## config.mk

```make
export PLATFORM = sky130hd
export DESIGN_NAME = stopwatch_datapath
export DESIGN_NICKNAME = d
export VERILOG_FILES = /design/src/rtl/stopwatch_pkg.sv /design/src/rtl/bcd_time_counter.sv /design/src/rtl/stopwatch_datapath.sv
export SDC_FILE = /design/constraint.sdc
export NUM_CORES = 1
export LEC_CHECK = 0
export CELL_PAD_IN_SITES_DETAIL_PLACEMENT = 0
export CELL_PAD_IN_SITES_GLOBAL_PLACEMENT = 1
export CORE_UTILIZATION = 40
export CTS_CLUSTER_SIZE = 30
export DETAILED_ROUTE_END_ITERATION = 7
export GPL_TIMING_DRIVEN = 0
export PLACE_DENSITY_LB_ADDON = 0.08
export SYNTH_ARGS = -nofsm -noshare
export SYNTH_HDL_FRONTEND = slang
export SYNTH_HIERARCHICAL = 1
export SYNTH_SLANG_ARGS = --single-unit
export TNS_END_PERCENT = 100
```

## constraint.sdc

```tcl
create_clock -name clk -period 2.8 [get_ports clk]
set_clock_uncertainty 0.2 [all_clocks]
set_input_delay 0.42 -clock clk [delete_from_list [all_inputs] [get_ports clk]]
set_output_delay 0.42 -clock clk [all_outputs]
set_load 0.01 [all_outputs]
```

## src/rtl/stopwatch_pkg.sv

```systemverilog
// Shared types, constants and BCD helpers for the stopwatch/timer datapath.
package stopwatch_pkg;

  typedef struct packed {
    logic [3:0] m10;
    logic [3:0] m1;
    logic [3:0] s10;
    logic [3:0] s1;
  } bcd_time_t;

  typedef enum logic [1:0] {
    DISP_BLANK     = 2'd0,
    DISP_STOPWATCH = 2'd1,
    DISP_LAPS      = 2'd2,
    DISP_TIMER     = 2'd3
  } disp_sel_e;

  localparam bcd_time_t BCD_ZERO = bcd_time_t'(16'h0000);
  localparam bcd_time_t BCD_MAX  = bcd_time_t'(16'h5959);

  // One second forward with BCD carries; 59:59 wraps to 00:00.
  function automatic bcd_time_t bcd_inc_sec(input bcd_time_t t);
    bcd_time_t r;
    r = t;
    if (t.s1 != 4'd9) begin
      r.s1 = t.s1 + 4'd1;
    end else begin
      r.s1 = 4'd0;
      if (t.s10 != 4'd5) begin
        r.s10 = t.s10 + 4'd1;
      end else begin
        r.s10 = 4'd0;
        if (t.m1 != 4'd9) begin
          r.m1 = t.m1 + 4'd1;
        end else begin
          r.m1  = 4'd0;
          r.m10 = (t.m10 == 4'd5) ? 4'd0 : t.m10 + 4'd1;
        end
      end
    end
    return r;
  endfunction

  // One second back with BCD borrows; the caller never passes 00:00.
  function automatic bcd_time_t bcd_dec_sec(input bcd_time_t t);
    bcd_time_t r;
    r = t;
    if (t.s1 != 4'd0) begin
      r.s1 = t.s1 - 4'd1;
    end else begin
      r.s1 = 4'd9;
      if (t.s10 != 4'd0) begin
        r.s10 = t.s10 - 4'd1;
      end else begin
        r.s10 = 4'd5;
        if (t.m1 != 4'd0) begin
          r.m1 = t.m1 - 4'd1;
        end else begin
          r.m1  = 4'd9;
          r.m10 = t.m10 - 4'd1;
        end
      end
    end
    return r;
  endfunction

endpackage

```

## src/rtl/bcd_time_counter.sv

```systemverilog
// BCD mm:ss register with clear, count up/down and add-one-minute controls.
// Control priority: clr > add_min > down > up.
module bcd_time_counter
  import stopwatch_pkg::*;
(
  input  logic      clk,
  input  logic      nrst,
  input  logic      clr,
  input  logic      up,
  input  logic      down,
  input  logic      add_min,
  input  logic      sat,
  output bcd_time_t value
);

  bcd_time_t next_value;

  // Next-value selection; down refuses to go below 00:00, up may hold at 59:59.
  always_comb begin
    next_value = value;
    if (clr) begin
      next_value = BCD_ZERO;
    end else if (add_min) begin
      if (value.m1 == 4'd9) begin
        next_value.m1  = 4'd0;
        next_value.m10 = (value.m10 == 4'd5) ? 4'd0 : value.m10 + 4'd1;
      end else begin
        next_value.m1 = value.m1 + 4'd1;
      end
    end else if (down) begin
      if (value != BCD_ZERO) begin
        next_value = bcd_dec_sec(value);
      end
    end else if (up) begin
      if (!(sat && (value == BCD_MAX))) begin
        next_value = bcd_inc_sec(value);
      end
    end
  end

  // Time register.
  always_ff @(posedge clk or negedge nrst) begin
    if (!nrst) begin
      value <= BCD_ZERO;
    end else begin
      value <= next_value;
    end
  end

endmodule

```

## src/rtl/stopwatch_datapath.sv

```systemverilog
// Stopwatch/timer datapath: prescaler, stopwatch and timer counts, lap ring
// buffer, sticky time-up flag and display mux.
// Build option: define STOPWATCH_SATURATE_EN to hold the stopwatch at 59:59.
// Strobe priority: clear > write/read > counting; a cycle carrying a lap
// write or read does not advance the prescaler or either count.
module stopwatch_datapath
  import stopwatch_pkg::*;
#(
  parameter int TICK_DIV  = 1000,
  parameter int LAP_DEPTH = 4
) (
  input  logic                         clk,
  input  logic                         nrst,
  input  logic                         clear,
  input  logic                         enable,
  input  logic                         read,
  input  logic                         write,
  input  logic                         enable_increment,
  input  logic                         enable_decrement,
  input  logic                         set_inc,
  input  logic [1:0]                   output_select,
  output logic                         flag,
  output logic [15:0]                  display,
  output logic [$clog2(LAP_DEPTH):0]   lap_count
);

  localparam int PW  = $clog2(TICK_DIV);
  localparam int AW  = $clog2(LAP_DEPTH);
  localparam int LCW = AW + 1;
  localparam logic [LCW-1:0] LAP_FULL = LCW'(LAP_DEPTH);

`ifdef STOPWATCH_SATURATE_EN
  localparam logic SW_SAT = 1'b1;
`else
  localparam logic SW_SAT = 1'b0;
`endif

  logic [PW-1:0] presc;
  logic          count_ok;
  logic          presc_run;
  logic          tick;
  bcd_time_t     sw_value;
  bcd_time_t     tm_value;
  bcd_time_t     laps [LAP_DEPTH];
  logic [AW-1:0] wr_ptr;
  logic [AW-1:0] rd_ptr;
  logic [AW-1:0] oldest;

  assign count_ok  = !clear && !write && !read;
  assign presc_run = count_ok && (enable || enable_decrement);
  assign tick      = presc_run && (presc == PW'(TICK_DIV - 1));
  assign oldest    = wr_ptr - lap_count[AW-1:0];

  // Prescaler: free-runs 0..TICK_DIV-1 while either count is enabled.
  always_ff @(posedge clk or negedge nrst) begin
    if (!nrst) begin
      presc <= '0;
    end else if (clear) begin
      presc <= '0;
    end else if (presc_run) begin
      presc <= tick ? '0 : presc + PW'(1);
    end
  end

  bcd_time_counter u_stopwatch (
    .clk     (clk),
    .nrst    (nrst),
    .clr     (clear),
    .up      (tick && enable),
    .down    (1'b0),
    .add_min (1'b0),
    .sat     (SW_SAT),
    .value   (sw_value)
  );

  bcd_time_counter u_timer (
    .clk     (clk),
    .nrst    (nrst),
    .clr     (clear),
    .up      (1'b0),
    .down    (tick && enable_decrement),
    .add_min (count_ok && enable_increment && set_inc),
    .sat     (1'b0),
    .value   (tm_value)
  );

  // Sticky time-up flag, raised whenever the countdown is enabled at 00:00.
  always_ff @(posedge clk or negedge nrst) begin
    if (!nrst) begin
      flag <= 1'b0;
    end else if (clear) begin
      flag <= 1'b0;
    end else if (enable_decrement && (tm_value == BCD_ZERO)) begin
      flag <= 1'b1;
    end
  end

  // Lap ring buffer: write captures the stopwatch, read walks newest to oldest.
  always_ff @(posedge clk or negedge nrst) begin
    if (!nrst) begin
      for (int i = 0; i < LAP_DEPTH; i++) begin
        laps[i] <= BCD_ZERO;
      end
      wr_ptr    <= '0;
      rd_ptr    <= '0;
      lap_count <= '0;
    end else if (!clear) begin
      if (write) begin
        laps[wr_ptr] <= sw_value;
        rd_ptr       <= wr_ptr;
        wr_ptr       <= wr_ptr + AW'(1);
        if (lap_count != LAP_FULL) begin
          lap_count <= lap_count + LCW'(1);
        end
      end else if (read && (lap_count != '0)) begin
        rd_ptr <= (rd_ptr == oldest) ? wr_ptr - AW'(1) : rd_ptr - AW'(1);
      end
    end
  end

  // Display mux straight from registered state.
  always_comb begin
    display = 16'h0000;
    case (disp_sel_e'(output_select))
      DISP_BLANK:     display = 16'h0000;
      DISP_STOPWATCH: display = sw_value;
      DISP_LAPS:      display = (lap_count == '0) ? 16'h0000 : laps[rd_ptr];
      DISP_TIMER:     display = tm_value;
      default:        display = 16'h0000;
    endcase
  end

endmodule
```

# Word-level counts from Yosys, hierarchy flattened
# Index checks and enable logic that the tools add are counted.
[totals] reg_bits=114 output_inout_bits=20 word_cells=152
[op_classes] addsub=16 magnitude_cmp=3 n_eq_ne=21 mux=39 bitwise=3 reduce_logical=41
[op_table] op="two-way mux 16 bit" count=9
[op_table] op="bitwise mux 64 bit" count=1
[op_table] op="case mux 16 bit (4 select lines)" count=1
[op_table] op="two-way mux 4 bit" count=12
[op_table] op="binary-select mux 16 bit (select 2 bit)" count=1
[op_table] op="demux 16 bit (select 2 bit)" count=1
[op_table] op="two-way mux 8 bit" count=4
[op_table] op="two-way mux 10 bit" count=3
[op_table] op="adder 4 x 1 -> 4 bit (second input constant)" count=6
[op_table] op="two-way mux 12 bit" count=2
[op_table] op="zero test 16 bit" count=1
[op_table] op="nonzero test 16 bit" count=1
[op_table] op="subtractor 4 x 1 -> 4 bit (second input constant)" count=4
[op_table] op="AND reduction 4 bit" count=3
[op_table] op="nonzero test 2 bit" count=6
[op_table] op="nonzero test 4 bit" count=3
[op_table] op="logical AND 1 bit" count=11
[op_table] op="adder 10 x 1 -> 10 bit (second input constant)" count=1
[op_table] op="== test 10 bit (second input constant)" count=1
[op_table] op="!= test 2 bit (second input constant)" count=5
[op_table] op="!= test 3 x 2 -> 1 bit (second input constant)" count=3
[op_table] op="AND reduction 3 bit" count=3
[op_table] op="nonzero test 3 bit" count=3
[op_table] op="== test 4 x 3 -> 1 bit (second input constant)" count=2
[op_table] op="other kinds (23)" count=36

# Logic depth before layout (Yosys ltp)
[depth] depth_word=9 ltp_mapped=11

# By module
# The synthesis kept the hierarchy.
[by_module_without_submodules] mod="stopwatch_datapath" instances=1 cells_per_inst=338 area_each_um2=4349.2 seq_area_each_um2=2052.0
[by_module_without_submodules] mod="bcd_time_counter" instances=2 cells_per_inst=190 area_each_um2=1577.8 seq_area_each_um2=400.4

# Least setup slack after synthesis
# No wires, ideal clock.
[synth_timing] kind="reg-to-reg" startpoint="register presc[0]" endpoint="register u_timer/value[12] (netlist name)" setup_ns=0.125 arrival_time_ns=2.403 setup_slack_ns=0.072 path_stages_with_launch=11 n_path_buf=2 synth_period_minus_slack_ns=2.728 cell_sequence="dfrtp_1 > ha_1 > nand4b_1 > nor4_2 > and3_1 > buf_2 > buf_2 > nand3_1 > a22oi_2 > nand3_1 > mux2_2"
[synth_via] elab_chain_len=5
[synth_rtl] element="start: declaration" line="stopwatch_datapath.sv:38" text="logic [PW-1:0] presc;"
[synth_rtl] element="start signal: assignment" line="stopwatch_datapath.sv:61" text="presc <= tick ? '0 : presc + PW'(1);"
[synth_rtl] element="== test 10 bit" line="stopwatch_datapath.sv:51" text="assign tick = presc_run && (presc == PW'(TICK_DIV - 1));"
[synth_rtl] element="logical AND 1 bit" line="stopwatch_datapath.sv:51"
[synth_rtl] element="logical AND 1 bit" line="stopwatch_datapath.sv:81" text=".down (tick && enable_decrement),"
[synth_rtl] element="nonzero test 3 bit (no line)"
[synth_rtl] element="AND reduction 6 bit (no line)"
[synth_rtl] element="end signal: assignment" line="bcd_time_counter.sv:46" text="value <= next_value;"
[synth_rtl] element="end: declaration" line="bcd_time_counter.sv:13" text="output bcd_time_t value"
# No other way between the ends.
# A chain may end at the register's enable or synchronous reset.

# Worst setup path after layout
[layout_timing] startpoint="register lap_count[0]" endpoint="output port display[15]"
[layout_via] elab_chain_len=3
[layout_rtl] element="start: declaration" line="stopwatch_datapath.sv:24" text="output logic [$clog2(LAP_DEPTH):0] lap_count"
[layout_rtl] element="start signal: assignment" line="stopwatch_datapath.sv:113" text="lap_count <= lap_count + LCW'(1);"
[layout_rtl] element="zero test 3 bit" line="stopwatch_datapath.sv:127" text="DISP_LAPS: display = (lap_count == '0) ? 16'h0000 : laps[rd_ptr];"
[layout_rtl] element="two-way mux 16 bit" line="stopwatch_datapath.sv:127"
[layout_rtl] element="case mux 16 bit (4 select lines)" line="stopwatch_datapath.sv:124" text="case (disp_sel_e'(output_select))"
[layout_rtl] element="end: declaration" line="stopwatch_datapath.sv:23" text="output logic [15:0] display,"
# No other way between the ends.

==> run_results.csv <==
group,metric,value,unit
place,io_buffers,28,
synth,ys_ff_latch,114,
worst_setup_path,critPathKind,"reg2out",
place,dp_hpwl,13.9,mm
synth,netlist_instances,718,
floorplan,die-area,0.0193,mm^2
worst_setup_path,arrival,2110,ps
worst_setup_path,cp-endpoint,"display[15]",
drt,dr_total_vias,5924,
global_route,overflow,0,
floorplan,rows,49,
worst_setup_path,critPathRequiredTime,2180,ps
cts,clk_pin_slew,60,ps
floorplan,io_pins,31,
drt,wire_per_inst,19.3,um
synth,yosysSeqAreaShare,0.380,
cts,htree_levels,4,
drt,drc,0,
power_and_ir_drop,power,7.83,mW
synth,yosysWarnings,6,
synth,synthArstFlopShare,1.00,
cts,cts.sinks,114,
sta,slew_viol_final,0,
final_layout,fillers,1665,
worst_setup_path,ff2ff_setup_slack,170,ps
place,place_ws,-1340,ps
final_layout,fin_nets,821,
synth,yosysUniqueCellTypes,72,
sta,relSlewSlack,0.620,
sta,tns,0,ps
final_layout,diodes,0,
global_route,grt_pass1_vias,5824,
drt,drt_pass1_iterations,7,
drt,ant_nets,0,
synth,syn_area,0.00750,mm^2
worst_setup_path,crit_start,"lap_count[0]",
worst_setup_path,start_kind,"register",
worst_setup_path,cp-end-kind,"output port",
run_status,status,"completed",
hold_path,hold_class,"in2async",
floorplan,dieWidth,139,um
synth,synth_flop_cell,"dfrtp_1",
global_route,antenna_found_initial,0,
power_and_ir_drop,power.leakage,4.06,nW
cts,cts_made_buffers,17,
final_layout,areaGrowthSynthToFinish,19.0,%
cts,cts_tree,"done",
cts,cts_root_buf,"clkbuf_16",
sta,tightest_slew,570,ps
sta,rsz0062_at_grt,"false",
floorplan,core,0.0181,mm^2
worst_setup_path,timing.rr.start,"presc[0]",
sta,fin_crit_sh,0.974,
final_layout,drive_gt1_frac,0.241,
sta,setup_viol,0,
drt,routed_wl,19.8,mm
worst_setup_path,r2r-end,"u_stopwatch/value[4]",
worst_setup_path,critPathMaxFanout,10,
place,gp_congestion,0.837,
synth,syn_area_per_cell,10.5,um^2
final_layout,postLayoutCellArea,0.00893,mm^2
worst_setup_path,reg2reg_depth,10,
floorplan,die-height,139,um
global_route,grt_max_degree,78,
cts,clk_latency,410,ps
floorplan,initial_core_util,0.414,
sta,final_hold_viol_count,0,
synth,synth_enable_flop_cells,0,
global_route,grt_pass1_wl,32.5,mm
global_route,grt_usage,0.216,
cts,max-clock-path-buffers,2,
place,dpl-instance-area,0.00813,mm^2
sta,setup_ws,74.0,ps
drt,drt-vias-per-instance,5.75,
sta,layout_min_cycle_time,2730,ps
drt,initialDrtViolationCount,398,
power_and_ir_drop,peakVddDrop,0.455,mV
sta,max_freq,0.367,GHz
job,drv_cap,0,
power_and_ir_drop,p_per_area,877,mW/mm^2
==> per-stage QoR <==
| step | hold WS (ps) | utilization | cells |
|---|---|---|---|
| 2_1_floorplan | -75.6 | - | 726 |
| 3_3_place_gp | 268 | 0.446 | 983 |
| 3_5_place_dp | 154 | 0.448 | 984 |
| 4_1_cts | 284 | 0.491 | 1027 |
| 5_1_grt | 300 | 0.492 | 1030 |
| 6_report | 271 | 0.492 | 1030 |
==> how the worst min path moves through the flow <==
| stage | depth (start not counted) | to |
|---|---|---|
| after detailed placement | 1 | lap_count[2] |
| after floorplan | 0 | flag |
| after global placement | 1 | laps[6] |
| after CTS | 2 | lap_count[2] |
| final | 2 | lap_count[2] |
| after global routing | 1 | laps[28] |
==> power by group <==
part           switching, mW  total [mW]  internal (mW)
registers              0.519        2.66           2.14
logic                   1.49        3.02           1.53
clock network          0.820        2.16           1.34
total                   2.83        7.83           5.00
==> synth_stat cells (4+ instances only) <==
cell type | number | area, um^2
o21ai_1 | 8 | 40.0
or3_1 | 9 | 56.3
mux4_2 | 18 | 405
inv_1 | 23 | 86.3
nor3b_2 | 4 | 50.1
nor3_1 | 10 | 50.1
buf_2 | 32 | 160
mux2_4 | 8 | 120
nor2_1 | 49 | 184
nor2b_1 | 9 | 56.3
xor2_1 | 8 | 70.1
o31ai_1 | 4 | 30.0
nand2b_1 | 11 | 68.8
o311a_1 | 5 | 50.1
and2_1 | 7 | 43.8
and3_1 | 5 | 31.3
a211oi_1 | 6 | 45.0
mux2_2 | 32 | 360
nand2_1 | 46 | 173
dfrtp_1 | 114 | 2850
nor4_1 | 9 | 56.3
nand3_1 | 21 | 105
mux2_1 | 64 | 721
xnor2_1 | 8 | 70.1
ha_1 | 22 | 275
nor3b_1 | 4 | 30.0
a22o_1 | 17 | 149
o21ai_0 | 29 | 145
clkbuf_1 | 16 | 60.1
and4b_1 | 4 | 40.0
nand2_2 | 4 | 25.0
a21oi_1 | 30 | 150
a31oi_1 | 8 | 50.1
==> sequential cells by signal (all words and copies together), names as in the netlist <==
name               count
laps                  64
u_stopwatch/value     16
u_timer/value         16
presc                 10
lap_count              3
rd_ptr                 2
wr_ptr                 2
flag                   1
==> per-layer routing <==
layer | global-route usage | vias to the layer above | wire length (um)
met1 | 0.280 | 2995 | 8940
met4 | 0.0538 | 0 | 276
met2 | 0.370 | 123 | 9880
met3 | 0.0435 | 25 | 736
li1 | - | 2781 | -
met5 | 0 | - | 0
==> cells in the final DEF (no fill, tap or decap), types with 10 or more instances in the layout <==
cell type | Yosys | routed
buf_2 | 32 | 30
clkbuf_1 | 16 | 16
ha_1 | 22 | 20
nand3_1 | 21 | 20
clkbuf_16 | 0 | 17
dlygate4sd2_1 | 0 | 10
mux4_2 | 18 | 18
mux2_2 | 32 | 32
nand2b_1 | 11 | 10
a21oi_1 | 30 | 30
inv_1 | 23 | 21
dfrtp_1 | 114 | 113
o21ai_0 | 29 | 28
mux2_1 | 64 | 64
a22o_1 | 17 | 17
buf_4 | 2 | 15
nand2_1 | 46 | 45
nor2_1 | 49 | 49
==> area by class of cell <==
| class | instances | area, um^2 | area share |
|---|---|---|---|
| multi-input cells | 537 | 4450 | 0.498 |
| plain buffers | 50 | 287 | 0.0321 |
| repair buffers | 44 | 387 | 0.0433 |
| clock inverters | 12 | 133 | 0.0148 |
| well taps | 229 | 287 | 0.0321 |
| flip-flops and latches | 114 | 2850 | 0.319 |
| inverters | 24 | 90.1 | 0.0101 |
| clock buffers | 20 | 447 | 0.0500 |
==> repair_timing <==
| action | in CTS | in global routing |
|---|---|---|
| hold buffers | 1 | 0 |
| gates resized for setup | 63 | 17 |
| gates cloned | 0 | 0 |
| pin swaps | 7 | 6 |
| hold endpoints to repair | 37 | 0 |
| buffers inserted | 11 | 3 |
| endpoints found under the setup margin | 48 | 30 |
==> worst max-delay path, cell delays in order, from the launching register on <==
cell and delay [ps]:
dfrtp_1 390, inv_2 90, ha_4 160, nand2b_4 80, and3b_2 250, buf_4 190
a22o_1 240, dlygate4sd2_1 290
==> cells by family (layout without fill, tap and decap cells) <==
logic type               count (synthesis)  in the layout  synth area share
flip-flops                             114            114             0.380
multiplexers                           125            125             0.218
XOR/XNOR                                17             17            0.0208
AO/OA/AOI/OAI                          141            141             0.129
AND/OR/NAND/NOR                        223            223             0.171
buffers and inverters                   75            150            0.0438
other                                    1              9          0.000500
adder cells (fa/ha/maj)                 22             22            0.0367
(Power assumes the default switching activity.)
